===== config.mk =====
export PLATFORM = sky130hd
export DESIGN_NAME = reg_share_arbiter
export DESIGN_NICKNAME = d
export VERILOG_FILES = /design/src/rtl/reg_share_arbiter.sv
export SDC_FILE = /design/constraint.sdc
export NUM_CORES = 1
export LEC_CHECK = 0
export ABC_AREA = 1
export BUFFER_PORTS_ARGS = -buffer_cell sky130_fd_sc_hd__buf_2
export CORE_UTILIZATION = 30
export CTS_CLUSTER_DIAMETER = 40
export CTS_CLUSTER_SIZE = 24
export DETAILED_ROUTE_END_ITERATION = 10
export PLACE_DENSITY = 0.64
export REMOVE_ABC_BUFFERS = 1
export SLEW_MARGIN = 15
export SYNTH_ARGS = -nofsm -noshare
export SYNTH_HDL_FRONTEND = slang
export SYNTH_SLANG_ARGS = --single-unit

===== constraint.sdc =====
create_clock -name Clk -period 4.55 [get_ports Clk]
set_input_delay 0.2275 -clock Clk [delete_from_list [all_inputs] [get_ports Clk]]
set_output_delay 0.2275 -clock Clk [all_outputs]
set_load 0.01 [all_outputs]

===== src/rtl/reg_share_arbiter.sv =====
// Round-robin arbiter that owns a single shared WIDTH-bit register.
// Each write returns a one-cycle grant and is followed by an optional hold window.
module reg_share_arbiter #(
    parameter int N     = 4,
    parameter int WIDTH = 8,
    parameter int HOLD  = 2
) (
    input  logic                 Clk,
    input  logic                 Rst,
    input  logic [N-1:0]         Req,
    input  logic [N*WIDTH-1:0]   Data,
    output logic [N-1:0]         Gnt,
    output logic [WIDTH-1:0]     Q,
    output logic [$clog2(N)-1:0] Owner,
    output logic                 Valid,
    output logic                 Busy
);
    localparam int PW = $clog2(N);

    typedef enum logic {S_IDLE, S_HOLD} state_t;

    state_t        state;
    logic [PW-1:0] ptr;
    logic [3:0]    cnt;
    logic [N-1:0]  ereq;
    logic [PW-1:0] sel;
    logic [PW-1:0] ptr_next;
    logic [N-1:0]  sel_onehot;
    logic          found;

    // A requester whose grant is currently visible is masked so it cannot win twice in a row.
    always_comb begin
        ereq  = Req & ~Gnt;
        sel   = '0;
        found = 1'b0;
        for (int k = 0; k < N; k++) begin
            if (!found && ereq[(int'(ptr) + k) % N]) begin
                found = 1'b1;
                sel   = PW'((int'(ptr) + k) % N);
            end
        end
    end

    assign ptr_next   = (sel == PW'(N - 1)) ? '0 : sel + 1'b1;
    assign sel_onehot = {{(N-1){1'b0}}, 1'b1} << sel;
    assign Busy       = (state == S_HOLD);

    always_ff @(posedge Clk or negedge Rst) begin
        if (!Rst) begin
            state <= S_IDLE;
            ptr   <= '0;
            cnt   <= '0;
            Gnt   <= '0;
            Q     <= '0;
            Owner <= '0;
            Valid <= 1'b0;
        end else begin
            Gnt <= '0;
            case (state)
                S_IDLE: begin
                    if (found) begin
                        Q     <= Data[int'(sel)*WIDTH +: WIDTH];
                        Gnt   <= sel_onehot;
                        Owner <= sel;
                        Valid <= 1'b1;
                        ptr   <= ptr_next;
                        if (HOLD > 0) begin
                            state <= S_HOLD;
                            cnt   <= 4'(HOLD);
                        end
                    end
                end
                S_HOLD: begin
                    cnt <= cnt - 4'd1;
                    if (cnt == 4'd1) begin
                        state <= S_IDLE;
                    end
                end
                default: state <= S_IDLE;
            endcase
        end
    end
endmodule


# After elaboration in Yosys (flattened, before gate mapping)
# Index checks and enable logic that the tools add are counted.
[totals]
latchBits = 0
inputBits = 38
reg_bits = 22
memories = 0
wordCells = 64
rom_bits = 0
ram_bits = 0
output_inout_bits = 16
[classes]
mul = 0
n_reduce_logical = 10
eq_ne = 3
addsub = 5
n_div = 0
magnitude_cmp = 4
n_mux = 27
n_bitwise = 6
shift = 2
[ops]
columns = ["operator", "count"]
rows = [
  ["indexed part select 32 x 6 -> 8 bit", 1],
  ["2-to-1 mux 1 bit", 13],
  ["less-than comparator 3 x 4 -> 1 bit (second input constant)", 3],
  ["2-to-1 mux 4 bit", 3],
  ["2-to-1 mux 2 bit", 5],
  ["binary-select mux 1 bit (select 2 bit)", 4],
  ["one-hot mux 4 bit (2 select lines)", 1],
  ["OR reduction 2 bit", 3],
  ["adder 2 x 1 -> 2 bit (second input constant)", 2],
  ["adder 2 bit (second input constant)", 2],
  ["bitwise AND 4 bit", 1],
  ["== test 4 x 1 -> 1 bit (second input constant)", 1],
  ["NOT 4 bit", 1],
  ["left shift 1 x 2 -> 4 bit (first input constant)", 1],
  ["subtractor 4 x 1 -> 4 bit (second input constant)", 1],
  ["bitwise AND 1 bit (first input constant)", 3],
  ["logical AND 1 bit", 3],
  ["zero test 1 bit", 3],
  ["less-than comparator 2 x 3 -> 1 bit (second input constant)", 1],
  ["== test 2 bit (second input constant)", 1],
  ["!= test 2 bit (second input constant)", 1],
  ["one-hot mux 1 bit (2 select lines)", 1],
  ["AND reduction 2 bit", 1],
  ["NOT 1 bit", 1],
]

# Logic depth before layout (Yosys ltp)
[depth]
depth_word = 17
mapped_depth = 16
ltp_nobuf = 14

# Least setup slack after synthesis
# OpenSTA, ideal clock, no wires.
[synth_path]
path_type = "register to register"
startpoint = "reg ptr[0]"
endpoint = "reg ptr[1]"
setup_time_ns = 0.122
period_less_slack_ns = 1.862
n_path_buf = 2
required_time_ns = 4.428
setup_slack_ns = 2.688
path_stages_with_launch = 16
t_arrival_ns = 1.740
path_cell_list = "dfrtp_1 > buf_6 > inv_4 > nand2_1 > nand2_2 > nand3_2 > nand2_4 > nand2_2 > nand2_1 > nand2_1 > nand3_4 > buf_6 > inv_1 > ha_1 > nand2_1 > o21ai_1"
[synth_between]
elab_chain_len = 14
word_cells_on_any_way = 32
classes_between = "add/sub: 4; eq/ne: 1; mux: 20; reduce/logical: 7"
[synth_rtl]
columns = ["element", "line_no", "rtl"]
rows = [
  ["from (decl)", "23", "logic [PW-1:0] ptr;"],
  ["from (signal assigned)", "66", "ptr <= ptr_next;"],
  ["adder 2 x 1 -> 2 bit or binary-select mux 1 bit (select 2 bit) (tied branches)", "37, 39", ""],
  ["binary-select mux 1 bit (select 2 bit) or 2-to-1 mux 1 bit (tied branches)", "37", "if (!found && ereq[(int'(ptr) + k) % N]) begin"],
  ["2-to-1 mux 1 bit (not written as such)", "37", ""],
  ["2-to-1 mux 1 bit (not written as such) or zero test 1 bit (tied branches)", "37", ""],
  ["logical AND 1 bit", "37", ""],
  ["2-to-1 mux 1 bit", "37", ""],
  ["zero test 1 bit", "37", ""],
  ["logical AND 1 bit", "37", ""],
  ["2-to-1 mux 1 bit", "37", ""],
  ["zero test 1 bit", "37", ""],
  ["logical AND 1 bit", "37", ""],
  ["2-to-1 mux 2 bit (*)", "37", ""],
  ["adder 2 x 1 -> 2 bit or == test 2 bit (tied branches)", "44", "assign ptr_next = (sel == PW'(N - 1)) ? '0 : sel + 1'b1;"],
  ["2-to-1 mux 2 bit (*)", "44", ""],
  ["net ptr_next[1]", "27", "logic [PW-1:0] ptr_next;"],
]
# Mark *: on every way through the listed nets, which the timed path passes. The rest lies on a longest branch. The select of a mux whose other input is x is not followed.
# A chain may end at the register's enable or synchronous reset.

# Worst setup path after layout
[layout_path]
startpoint = "reg ptr[0]"
endpoint = "reg ptr[0]"
[layout_between]
elab_chain_len = 14
word_cells_on_any_way = 32
classes_between = "add/sub: 4; eq/ne: 1; mux: 20; reduce/logical: 7"
[layout_rtl]
columns = ["element", "line_no"]
rows = [
  ["adder 2 x 1 -> 2 bit or binary-select mux 1 bit (select 2 bit) (tied branches)", "37, 39"],
  ["binary-select mux 1 bit (select 2 bit) or 2-to-1 mux 1 bit (tied branches)", "37"],
  ["2-to-1 mux 1 bit (not written as such)", "37"],
  ["2-to-1 mux 1 bit (not written as such) or zero test 1 bit (tied branches)", "37"],
  ["logical AND 1 bit", "37"],
  ["2-to-1 mux 1 bit", "37"],
  ["zero test 1 bit", "37"],
  ["logical AND 1 bit", "37"],
  ["2-to-1 mux 1 bit", "37"],
  ["zero test 1 bit", "37"],
  ["logical AND 1 bit", "37"],
  ["2-to-1 mux 2 bit", "37"],
  ["adder 2 x 1 -> 2 bit or == test 2 bit (tied branches)", "44"],
  ["2-to-1 mux 2 bit", "44"],
]
# Several ways; a longest one is shown, not always the timed one. The select of a mux whose other input is x is not followed.

==> reports/results.txt <==
Status = finished, final reports clean
Register area share after synthesis = 0.345
Vias per std cell = 4.44
Filler cells = 564
Buf/Inv on CP = 2
Crit-path cells = inv_4 > nand3_1 > nand3_1 > nand2_2 > nand4_4 > nand2_1 > inv_1 > nand2_1 > o21ai_0
Final WS setup = 2.05 ns
Placed insts = 356
Starting density of the core = 0.312
Max Freq = 400 MHz
Synth top area share = 0.345
Layout cells sized above 1 = 0.244
Footprint of the multi-input gates = 823 um^2
Final Instance Count excl. Fillers = 361
Ratio of final minimum period to clock period = 0.550
Critical path class = flip-flop to flip-flop
Synth area leader = dfrtp_1
CTS buffer count = 3
GRT Overall Usage = 0.149
# resized after CTS = 0
Commonest cells in the netlist = nand2_1 (77), nand3_1 (52), inv_1 (43), dfrtp_1 (22), nor2_1 (8)
Post-DP HPWL = 3000 um
Peak VDD IR = 0.279 mV
EDFF count, synth = 0
Syn. warnings = 0
Die Area = 5610 um^2
Clock Sinks = 22
Vias in the first global route = 1434
Mean area per synthesized cell = 6.65 um^2
Ports = 54
Pre-CTS WS = 2.03 ns
Skew final = 0.0123 ns
Global-route wire length before repair = 6400 um
Max clock buf depth = 2
Area Overhead vs Synth = 24.1%
Grt total ovfl = 0
Top cells by area, synth = dfrtp_1 (35%), nand2_1 (18%), nand3_1 (16%), inv_1 (10%), ha_1 (2.4%)
WL/cell = 10.8 um
CP Max Fanout = 19
Final min period = 2.50 ns
Gpl congestion = 0.905
CP peak stage delay = 0.52 ns
RSZ-0062 raised after global routing = false
Ys async rst share = 1.00
Final Cell Area = 1980 um^2
Slew HR = 0.647
Worst-Margin Slew = 0.528 ns
Seq cells post-synth = 22
Slew Limit Fails = 0
Port bufs = 53
Crit path max-delay family = simple AND/OR/NAND/NOR gates
Core area = 5110 um^2
N_diodes = 0
CP arrival = 2.62 ns
Pre-antenna DRT Iters = 4
Routed Antenna Nets = 0
# setup viols final = 0
Kind of end point of the critical path = flip-flop
Via count = 1604
H-tree depth = 1
PD cells = 778 nW/um^2
Critical Path RT = 4.67 ns
WL final = 3890 um
Placed Area = 1900 um^2
Slowest CP cell = dfrtp_1
Worst-Skew Late Latency = 0.26 ns
Total negative setup slack = 0 ns
Die Wd = 74.9 um
Most common cell in the netlist = nand2_1
Hold Vio Cnt, Final = 0
Initial antenna violation count = 0
DRC errors left = 0
Synth Cell Area = 1600 um^2
CTS root buf = clkbuf_8
# Post-CTS Setup Buffers = 0
MaxCap Viol Count = 0
Ys flop type = dfrtp_1
CTS clk-pin slew, worst paths = 0.09 ns
Largest net degree at the start of global routing = 23
LEAKAGE = 1.17 nW
Starting DRT DRC Count = 92
Synth cell types = 28
Die Height = 74.9 um
Worst Setup Start Kind = flip-flop
Rows = 26
Nets@finish = 333
Core Util, Final = 0.388
Register area = 551 um^2
HP Class = input port to flip-flop
Syn Inst Count = 240
CTS tree = yes
[path summary, 6_finish.rpt]
check	startpoint	end	slack [ns]	cells after the start
max	ptr[0]	ptr[0]	2.05	9
min	Data[17]	Q[1]	0.35	7
max reg2reg	ptr[0]	ptr[0]	2.05	9
min reg2reg	Valid	Valid	0.48	1
max in group asynchronous	Rst	Gnt[2]	3.76	2
min in group asynchronous	Rst	Q[7]	0.45	2
[power breakdown]
group	switching [mW]	internal [mW]	leakage, nW
Combinational	0.667	0.345	0.867
Clock	0.0631	0.117	0.0357
Sequential	0.0682	0.280	0.268
[cell families (layout without fill, tap and decap cells)]
family | after synthesis | count (layout) | synth area share
adder cells (fa/ha/maj) | 3 | 3 | 0.0235
AND/OR/NAND/NOR | 154 | 154 | 0.458
XOR/XNOR | 1 | 1 | 0.00549
flip-flops | 22 | 22 | 0.345
AO/OA/AOI/OAI | 8 | 8 | 0.0290
buffers and inverters | 52 | 103 | 0.139
[sequential cells by signal, summed over array words and instances (netlist names)]
name   count
ptr        2
Owner      2
Gnt        4
Valid      1
Busy       1
Q          8
cnt        4
[area by class of cell]
cell class                      instances  area share
Inverter                               45      0.0866
Multi-Input combinational cell        166       0.416
Sequential cell                        22       0.278
Tap cell                               70      0.0442
Timing Repair Buffer                   54       0.139
Clock inverter                          1      0.0152
Clock buffer                            3      0.0209
[per-stage QoR]
step / hold slack, ns / total power, mW
final: 0.347 / 1.54
after CTS: 0.350 / 1.56
after global placement: 0.217 / 1.35
after global routing: 0.401 / 1.72
after floorplan: -0.0681 / 1.09
after detailed placement: 0.223 / 1.37
[repair_timing]
action,CTS,global route
endpoints found under the setup margin,0,0
hold buffers,1,0
hold endpoints to repair,22,0
[tightest hold or removal path, cell delays in order]
cell and delay [ns]:
buf_2 0.08, inv_1 0.03, nand2_1 0.05, nand3_1 0.06, nand2_1 0.05, nand2_1 0.04
nand2_1 0.05
[layout by cell type, fill, tap and decap left out, types with 3 or more instances in the layout]
cell and n:
ha_1 3, clkbuf_8 3, nand3_1 52, dfrtp_1 22, nand2_1 77, nand2_2 5
nor2_1 8, inv_1 43, o21ai_0 4, buf_2 53
[per-layer routing]
metal	track usage	part of all wire	vias up
li1	-	-	847
met1	0.198	0.45	720
met2	0.258	0.49	33
met3	0.0147	0.044	4
met4	0.0377	0.0080	0
met5	0	0	-
No activity file was read; power rests on OpenSTA's default activity.
